`src/rtl/disp_hex_demux.sv`:
```
`default_nettype none
// ============================================================================
// Module      : disp_hex_demux
// Description : Receive-side decoder for a four-digit multiplexed
//               seven-segment bus. Registers {an, sseg} every edge, waits
//               until the pair has been stable for STABLE_CYCLES edges,
//               then decodes the active digit back to a hex code + dp and
//               reassembles complete four-digit frames.
// Ports       : clk         - system clock
//               reset       - synchronous, active-low reset
//               an[3:0]     - digit enables, active high, one-hot
//               sseg[7:0]   - segments, active high {dp,a,b,c,d,e,f,g}
//               hex3..hex0  - last decoded code per digit
//               dp_out[3:0] - last captured decimal point per digit
//               frame_valid - 1-cycle pulse, all four digits captured
//               err         - 1-cycle pulse, illegal sample detected
// Revision    : 1.0 - initial release
// ============================================================================
module disp_hex_demux #(
    parameter int STABLE_CYCLES = 16
) (
    input  logic       clk,
    input  logic       reset,
    input  logic [3:0] an,
    input  logic [7:0] sseg,
    output logic [3:0] hex3,
    output logic [3:0] hex2,
    output logic [3:0] hex1,
    output logic [3:0] hex0,
    output logic [3:0] dp_out,
    output logic       frame_valid,
    output logic       err
);

    localparam int                 c_CNT_W    = $clog2(STABLE_CYCLES + 1);
    localparam logic [c_CNT_W-1:0] c_CNT_MAX  = c_CNT_W'(STABLE_CYCLES);
    localparam logic [c_CNT_W-1:0] c_CNT_FIRE = c_CNT_W'(STABLE_CYCLES - 1);

    logic [11:0]        r_sreg;
    logic [c_CNT_W-1:0] r_cnt;
    logic [3:0]         r_seen;
    logic [3:0]         r_hex [4];
    logic [3:0]         r_dp;
    logic               r_frame_valid;
    logic               r_err;

    logic [11:0] w_in;
    logic        w_changed;
    logic        w_sample;
    logic [3:0]  w_an;
    logic        w_onehot;
    logic [1:0]  w_idx;
    logic [3:0]  w_bit;
    logic [3:0]  w_seen_nxt;
    logic [3:0]  w_code;
    logic        w_match;

    assign w_in      = {an, sseg};
    assign w_changed = (w_in != r_sreg);
    // The counter saturates at STABLE_CYCLES, so this fires once per
    // stable interval no matter how long the value is held.
    assign w_sample  = !w_changed && (r_cnt == c_CNT_FIRE);
    assign w_an      = r_sreg[11:8];
    assign w_onehot  = (w_an != 4'd0) && ((w_an & (w_an - 4'd1)) == 4'd0);
    assign w_bit     = 4'd1 << w_idx;
    assign w_seen_nxt = r_seen | w_bit;

    always_comb begin
        w_idx = 2'd0;
        case (w_an)
            4'b0010: w_idx = 2'd1;
            4'b0100: w_idx = 2'd2;
            4'b1000: w_idx = 2'd3;
            default: w_idx = 2'd0;
        endcase
    end

    // Segment pattern (a..g) back to hex code.
    always_comb begin
        w_code  = 4'd0;
        w_match = 1'b1;
        case (r_sreg[6:0])
            7'b1111110: w_code = 4'h0;
            7'b0110000: w_code = 4'h1;
            7'b1101101: w_code = 4'h2;
            7'b1111001: w_code = 4'h3;
            7'b0110011: w_code = 4'h4;
            7'b1011011: w_code = 4'h5;
            7'b1011111: w_code = 4'h6;
            7'b1110000: w_code = 4'h7;
            7'b1111111: w_code = 4'h8;
            7'b1111011: w_code = 4'h9;
            7'b1110111: w_code = 4'hA;
            7'b0011111: w_code = 4'hB;
            7'b1001110: w_code = 4'hC;
            7'b0111101: w_code = 4'hD;
            7'b1001111: w_code = 4'hE;
            7'b1000111: w_code = 4'hF;
            default:    w_match = 1'b0;
        endcase
    end

    always_ff @(posedge clk) begin
        if (!reset) begin
            r_sreg        <= 12'd0;
            r_cnt         <= '0;
            r_seen        <= 4'd0;
            r_hex[0]      <= 4'd0;
            r_hex[1]      <= 4'd0;
            r_hex[2]      <= 4'd0;
            r_hex[3]      <= 4'd0;
            r_dp          <= 4'd0;
            r_frame_valid <= 1'b0;
            r_err         <= 1'b0;
        end else begin
            r_sreg        <= w_in;
            r_frame_valid <= 1'b0;
            r_err         <= 1'b0;

            if (w_changed) begin
                r_cnt <= '0;
            end else if (r_cnt != c_CNT_MAX) begin
                r_cnt <= r_cnt + 1'b1;
            end

            // Blanking (an == 0) is silently ignored.
            if (w_sample && (w_an != 4'd0)) begin
                if (!w_onehot || !w_match) begin
                    r_err  <= 1'b1;
                    r_seen <= 4'd0;
                end else begin
                    r_hex[w_idx] <= w_code;
                    r_dp[w_idx]  <= r_sreg[7];
                    if (w_seen_nxt == 4'b1111) begin
                        r_frame_valid <= 1'b1;
                        r_seen        <= 4'd0;
                    end else begin
                        r_seen <= w_seen_nxt;
                    end
                end
            end
        end
    end

    assign hex0        = r_hex[0];
    assign hex1        = r_hex[1];
    assign hex2        = r_hex[2];
    assign hex3        = r_hex[3];
    assign dp_out      = r_dp;
    assign frame_valid = r_frame_valid;
    assign err         = r_err;

endmodule
`default_nettype wire
```
`config.mk`:
```
export PLATFORM = sky130hd
export DESIGN_NAME = disp_hex_demux
export DESIGN_NICKNAME = d
export VERILOG_FILES = /design/src/rtl/disp_hex_demux.sv
export SDC_FILE = /design/constraint.sdc
export NUM_CORES = 1
export LEC_CHECK = 0
export CORE_MARGIN = 8
export CORE_UTILIZATION = 39
export CTS_CLUSTER_SIZE = 8
export DETAILED_ROUTE_END_ITERATION = 6
export PLACE_DENSITY = 0.73
export SYNTH_ARGS = -nofsm -noshare
export SYNTH_HDL_FRONTEND = slang
export SYNTH_SLANG_ARGS = --single-unit
```
`constraint.sdc`:
```
create_clock -name clk -period 3.9 [get_ports clk]
set_clock_uncertainty 0.2 [all_clocks]
set_input_delay 0.78 -clock clk [delete_from_list [all_inputs] [get_ports clk]]
set_output_delay 0.78 -clock clk [all_outputs]
set_load 0.03 [all_outputs]
```
# == Word level (Yosys, flattened, before mapping) ==
# Memory sizes are Yosys's and may differ from the RTL's.
# Index checks and enable logic that the tools add are counted.
# W data, S select, Z words.
# totals
regBits,27
mem_bits_rw,16
out_inout_bits,22
word_cells,74
memories,1
# op_classes
add_sub_neg,2
magnitude_cmp,2
n_eq_ne,23
n_shift,1
n_mux,18
bitwise,5
n_reduce_logical,16
# mem_list
name,depth,word_bits,rd,rd_ports_with_merged_regs,wr,line,source
r_hex,4,4,4,0,4,42,logic [3:0] r_hex [4];
# ops
operator,n
$eq A7 B7 Y1 const B,12
$pmux W4 S15,1
$eq A7 B6 Y1 const B,3
$reduce_or A16 Y1,1
$mux W4,3
$ne A12 B12 Y1,1
$mux W1,10
$eq A4 B4 Y1 const B,2
$eq A7 B5 Y1 const B,1
$pmux W2 S3,1
$add A5 B1 Y5 const B,1
$eq A5 B4 Y1 const B,1
$ne A5 B5 Y1 const B,1
$and A4 B4 Y4,1
$bwmux W4,1
$eq A4 B2 Y1 const B,1
$eq A4 B3 Y1 const B,1
$logic_and A1 B1 Y1,4
$logic_not A4 Y1,1
$or A4 B4 Y4,1
$reduce_and A2 Y1,2
$reduce_bool A4 Y1,1
$reduce_or A4 Y1,1
$shl A1 B2 Y4 const A,1
10 further kinds,14

# == Logic depth before layout (Yosys ltp) ==
# Gate-level depths: netlist of the first run.
# logic_depth
depth_word,12
mapped_depth,10
mapped_depth_nobuf,9

# == Worst setup path before layout of the first run ==
# No wires, ideal clock.
# synth_path
path_kind,in2reg
from,in an[0]
to,"mem r_hex[3][0], enable pin"
t_arrival_ps,2225
path_slack_ps,1113
cell_stages,6
n_path_buf,1
path_cell_list,xor2_1 -> nor4_2 -> nand4_1 -> a31o_4 -> buf_6 -> o21ai_0
# synth_rtl
element,line,source
from (decl),24,"input logic [3:0] an,"
to (decl),42,

==> results_dict.tcl, run 1 <==
set metrics [dict create \
    viasPerCell 5.41 \
    finalInstanceArea_mm2 0.00269 \
    vias 1795 \
    path_buf_inv 1 \
    detail_route.iter0.violations 72 \
    combPwrFrac 0.120 \
    dieArea_mm2 0.00844 \
    switching_share 0.261 \
    grtUsageTotal 0.110 \
    synth_area_per_cell_um2 9.63 \
    routed_wl_um 4660 \
    io_buffers 35 \
    critPathKind "input port to flop" \
    path_max_fanout 14 \
    drive_above_1_share 0.0577 \
    powerDensity_mw_per_mm2 329 \
    syn-num-nets 250 \
    reg2reg_to "r_hex[2][1]" \
    fin_hold_ws_ns 0.279 \
    r2r_cells 5 \
    area_delta_synth_final_pct 19.8 \
    p_leak_nw 0.910 \
    hpwl_um 3480 \
    ys_seq_area_frac 0.455 \
    final_antenna_net_count 0 \
    max_freq_mhz 322 \
    antenna_cells 0 \
    relSlewSlack 0.423 \
    ys_warn_count 0 \
    worstPathCellList "clkdlybuf4s50_1 > xor2_1 > nor4_2 > nand4_1 > a31o_4 > o21ai_0" \
    p_switching_mw 0.231 \
    worst_pin_slew_ns 0.861 \
    cp_slowest_stage_delay_ns 0.46 \
    netlist_top_cells_area "dfxtp_1 24%, edfxtp_1 21%, xor2_1 5.5%" \
    clk_latency_ns 0.30 \
    ctsHoldBuffers 0 \
    reg2reg_slack_ns 0.95 \
    clk_pin_slew_ns 0.08 \
    path_delay_family "compound AO/OA/AOI/OAI gates" \
    startpoint_type "input port" \
    hold_violations 0 \
    post_drt_wl_per_cell_um 14.0 \
    start_util 0.405 \
    synthCells 233 \
    placed_area_mm2 0.00260 \
    fp-row-count 27 \
    cts_made_buffers 5 \
    post-place-cells 324 \
    cap_violations 0 \
    htree_levels 2 \
    gr-total-overflow 0 \
    internal_power_mw 0.654 \
    yosysTopAreaCellShare 0.241 \
    fin_crit_ns 3.11 \
    synth_commonest_cells "27 x dfxtp_1, 20 x nor2_1, 16 x edfxtp_1, 15 x inv_1, 14 x xor2_1" \
    min_path_cells 2 \
    critPathSlowestCell "o21ai_0" \
    grt_pass1_vias 1658 \
    nets 276 \
    antenna_found_initial 0 \
    tns_ns 0 \
    core_mm2 0.00554 \
    post-cts-setup-buffer-count 0 \
    syn-cell-area_mm2 0.00224 \
    maxSlewViolCount 0 \
    rr_startpoint "r_sreg[2]" \
    status "finished, final reports clean" \
    grt_setup_unrepaired "false" \
    required_ns 3.65 \
    cts_buffer_depth 2 \
    stdcell_count 332 \
    grt_pass1_wl_um 7570 \
    grt_max_degree 22 \
    ir_drop_mv 0.221 \
    final_util 0.485 \
    yosysMostFrequentCell "dfxtp_1" \
    yosysTopAreaCell "dfxtp_1" \
    io_pins 36 \
    cts_sinks 43 \
    dr.pass1.iters 4 \
    synth_seq_cells 43 \
    dieHeight_um 91.9 \
    end_kind "flop" \
    cts_tree "built" \
    async_flop_share 0 \
    hold_end "dp_out[0]" \
    cts-root-buf "clkbuf_8" \
    chipWidth_um 91.9 \
    synth_edf_count 16 \
    cp.arrival_ns 2.85 \
    p_seq_frac 0.568 \
    holdCritStartpoint "dp_out[0]" \
    period_share 0.797 \
    drc 0 \
    clockPowerShare 0.313 \
    n_fill_cell 539 \
    min-delay-path-class "flop to flop" \
    ys.flop_type "dfxtp_1" \
    gp_congestion 0.836 \
    synth.distinct_cells 51 \
    setup_viol 0 \
    cts.repair.resized 0 \
]
-- how the worst max path moves through the flow --
| stage | from | end | slack, ns | cells after the start |
|---|---|---|---|---|
| 2_1_floorplan | an[0] | r_hex[3][0] | 1.11 | 6 |
| 3_3_place_gp | sseg[4] | r_hex[3][0] | 0.57 | 6 |
| 3_5_place_dp | sseg[2] | r_hex[3][1] | 0.51 | 6 |
| 4_1_cts | sseg[2] | r_hex[3][1] | 0.82 | 6 |
| 5_1_grt | sseg[4] | r_hex[1][0] | 0.60 | 6 |
| 6_report | sseg[2] | r_hex[2][1] | 0.79 | 6 |
-- final cells by class --
cell class / count / area [um2] / share of cell area
multi-input cells: 158 / 1080 / 0.401
flip-flops and latches: 43 / 1020 / 0.380
repair buffers: 36 / 358 / 0.133
well taps: 72 / 90.1 / 0.0335
clock buffers: 6 / 72.6 / 0.0270
inverters: 15 / 56.3 / 0.0209
clock inverters: 2 / 12.5 / 0.00465
-- through the flow --
stage / setup WS [ns] / power [mW]
final: 0.792 / 0.884
after global routing: 0.602 / 0.919
after CTS: 0.816 / 0.891
after detailed placement: 0.509 / 0.618
after global placement: 0.575 / 0.617
after floorplan: 1.11 / 0.577
-- power groups by stage --
| stage | registers [mW] | logic, mW | clock network (mW) |
|---|---|---|---|
| 2_1_floorplan | 0.513 | 0.0640 | 0 |
| 3_3_place_gp | 0.511 | 0.105 | 0 |
| 3_5_place_dp | 0.512 | 0.106 | 0 |
| 4_1_cts | 0.502 | 0.107 | 0.283 |
| 5_1_grt | 0.505 | 0.114 | 0.299 |
| 6_report | 0.502 | 0.106 | 0.276 |
-- worst register-to-register path, cell delays in order (launching register included) --
cell	delay, ns
dfxtp_1	0.73
xor2_1	0.18
nor4_2	0.41
nand4_1	0.29
a31o_4	0.33
o21ai_0	0.46
-- routing by layer --
metal	vias up	share of wire	global-route usage	routed length, um
met5	-	0	0	0
met4	0	0.022	0.0604	103
met3	10	0.073	0.0416	339
met2	53	0.43	0.163	2020
met1	839	0.47	0.135	2200
li1	893	-	-	-
-- flip-flops by register name, summed over array words and instances (netlist names) --
| name | count |
|---|---|
| r_seen | 4 |
| r_sreg | 12 |
| err | 1 |
| r_cnt | 5 |
| dp_out | 4 |
| frame_valid | 1 |
| r_hex | 16 |
-- layout by cell type (no fill, tap or decap), types with 10 or more instances in the layout --
cell             Yosys  routed
edfxtp_1            16      16
nand3_1             11      11
inv_1               15      15
and2_1              12      12
xor2_1              14      14
o21ai_0             10      10
nor2_1              20      20
clkdlybuf4s50_1      0      35
dfxtp_1             27      27
-- logic make-up (layout without fill, tap and decap cells) --
logic type | after synthesis | in the layout | share of synthesized area
fa+ha+maj | 3 | 3 | 0.0167
xor+xnor | 18 | 18 | 0.0702
simple gates | 89 | 89 | 0.239
compound gates | 47 | 47 | 0.150
flops | 43 | 43 | 0.455
buf+inv | 32 | 59 | 0.0647
mux | 1 | 1 | 0.00446
Power figures use the tool's default switching activity.
==> run 2: changes to the inputs <==
==> constraint.sdc (replaced) <==
create_clock -name clk -period 3.2 [get_ports clk]
set_clock_uncertainty 0.2 [all_clocks]
set_input_delay 0.64 -clock clk [delete_from_list [all_inputs] [get_ports clk]]
set_output_delay 0.64 -clock clk [all_outputs]
set_load 0.03 [all_outputs]
==> results_dict.tcl, run 2 (synthesis results as in run 1) <==
set metrics [dict create \
    status "finished, final reports clean" \
    fin_ws_ns 0.474 \
    end_kind "flop" \
    dieArea_mm2 0.00844 \
    cap_violations 0 \
    path_max_fanout 14 \
    period_share 0.852 \
    reg_top3 "r_hex x16, r_sreg x12, r_cnt x5" \
    tns_ns 0 \
    nets 283 \
    ir_drop_mv 0.257 \
    final_antenna_net_count 0 \
    post-place-ws_ns 0.208 \
    relSlewSlack 0.405 \
    routed_wl_um 4730 \
    min-delay-path-class "flop to flop" \
    maxSlewViolCount 0 \
    combPwrFrac 0.128 \
    largest_reg_flops 16 \
    chipWidth_um 91.9 \
    dr.pass1.iters 4 \
    largest-register "r_hex" \
    layout_commonest_cell "clkdlybuf4s50_1" \
    grt_max_degree 21 \
    drive_above_1_share 0.0824 \
    ctsHoldBuffers 0 \
    cts_made_buffers 5 \
    p_switching_mw 0.278 \
    layout_common_cells "35 x clkdlybuf4s50_1, 27 x dfxtp_1, 20 x nor2_1" \
    area_delta_synth_final_pct 22.1 \
    antenna_found_initial 0 \
    switching_share 0.257 \
    core_mm2 0.00554 \
    clk_latency_ns 0.30 \
    detail_route.iter0.violations 62 \
    viasPerCell 5.29 \
    finalInstanceArea_mm2 0.00274 \
    grt_pass1_wl_um 8150 \
    setup_viol 0 \
    drc 0 \
    dieHeight_um 91.9 \
    grt_setup_unrepaired "false" \
    gp_congestion 0.819 \
    cts_buffer_depth 2 \
    cts_sinks 43 \
    fp-row-count 27 \
    post_drt_wl_per_cell_um 14.0 \
    clockPowerShare 0.307 \
    io_pins 36 \
    io_buffers 35 \
    cp.arrival_ns 2.69 \
    vias 1792 \
    start_util 0.405 \
    gr-total-overflow 0 \
    post-cts-setup-buffer-count 0 \
    cts-root-buf "clkbuf_8" \
    cts_tree "built" \
    internal_power_mw 0.802 \
    hold_violations 0 \
    fin_crit_ns 2.73 \
    fin_hold_ws_ns 0.285 \
    max_freq_mhz 367 \
    startpoint_type "input port" \
    required_ns 3.16 \
    p_seq_frac 0.566 \
    grt_pass1_vias 1747 \
    hpwl_um 3590 \
    p_leak_nw 0.944 \
    cts.repair.resized 0 \
    grtUsageTotal 0.118 \
    powerDensity_mw_per_mm2 394 \
    critPathKind "input port to flop" \
    clk_pin_slew_ns 0.08 \
    antenna_cells 0 \
    placed_area_mm2 0.00266 \
    htree_levels 2 \
    worst_pin_slew_ns 0.880 \
]
-- run 2: cell count changes in the layout (fill, tap and decap cells not counted), sizes merged --
cell | before | now
buf | 1 | 8
-- run 2: critical path, cell delays in order --
cell and delay [ns]:
clkdlybuf4s50_1 0.43, xor2_1 0.16, nor4_2 0.40, nand4_1 0.21, a31o_4 0.30, or3_1 0.40
nor2_1 0.13
-- run 2: stage by stage --
step / utilization / power [mW] / cells
floorplan: - / 0.703 / 233
global route: 0.495 / 1.13 / 339
detailed placement: 0.479 / 0.761 / 331
global placement: 0.479 / 0.759 / 331
CTS: 0.495 / 1.10 / 339
finish: 0.495 / 1.08 / 339
-- run 2: final cells by class --
cell class	instances	area [um2]
clock buffer	6	72.6
clock inverter	2	12.5
fill	538	2800
inverter	15	56.3
multi-input combinational	158	1080
sequential	43	1020
tap	72	90.1
timing repair buffer	43	410
-- run 2: worst paths after layout --
check / start / to / slack [ns] / cells past startpoint
min reg2reg: dp_out[1] / dp_out[1] / 0.28 / 2
min: dp_out[1] / dp_out[1] / 0.28 / 2
max: an[0] / r_hex[0][3] / 0.47 / 7
max reg2reg: r_sreg[3] / r_hex[0][3] / 0.61 / 6
-- run 2: power by group through the flow --
stage                     combinational (mW)  clock, mW  sequential (mW)
final                                  0.138      0.331            0.611
after global routing                   0.149      0.369            0.615
after CTS                              0.139      0.347            0.610
after detailed placement               0.138          0            0.623
after global placement                 0.137          0            0.622
after floorplan                       0.0780          0            0.625
-- run 2: layer usage --
layer  vias to the layer above  GRT usage  part of all wire
met1                       820      0.150              0.50
met4                         0     0.0470             0.019
met3                         8     0.0473             0.063
met5                         -          0                 0
met2                        54      0.172              0.42
li1                        910          -                 -
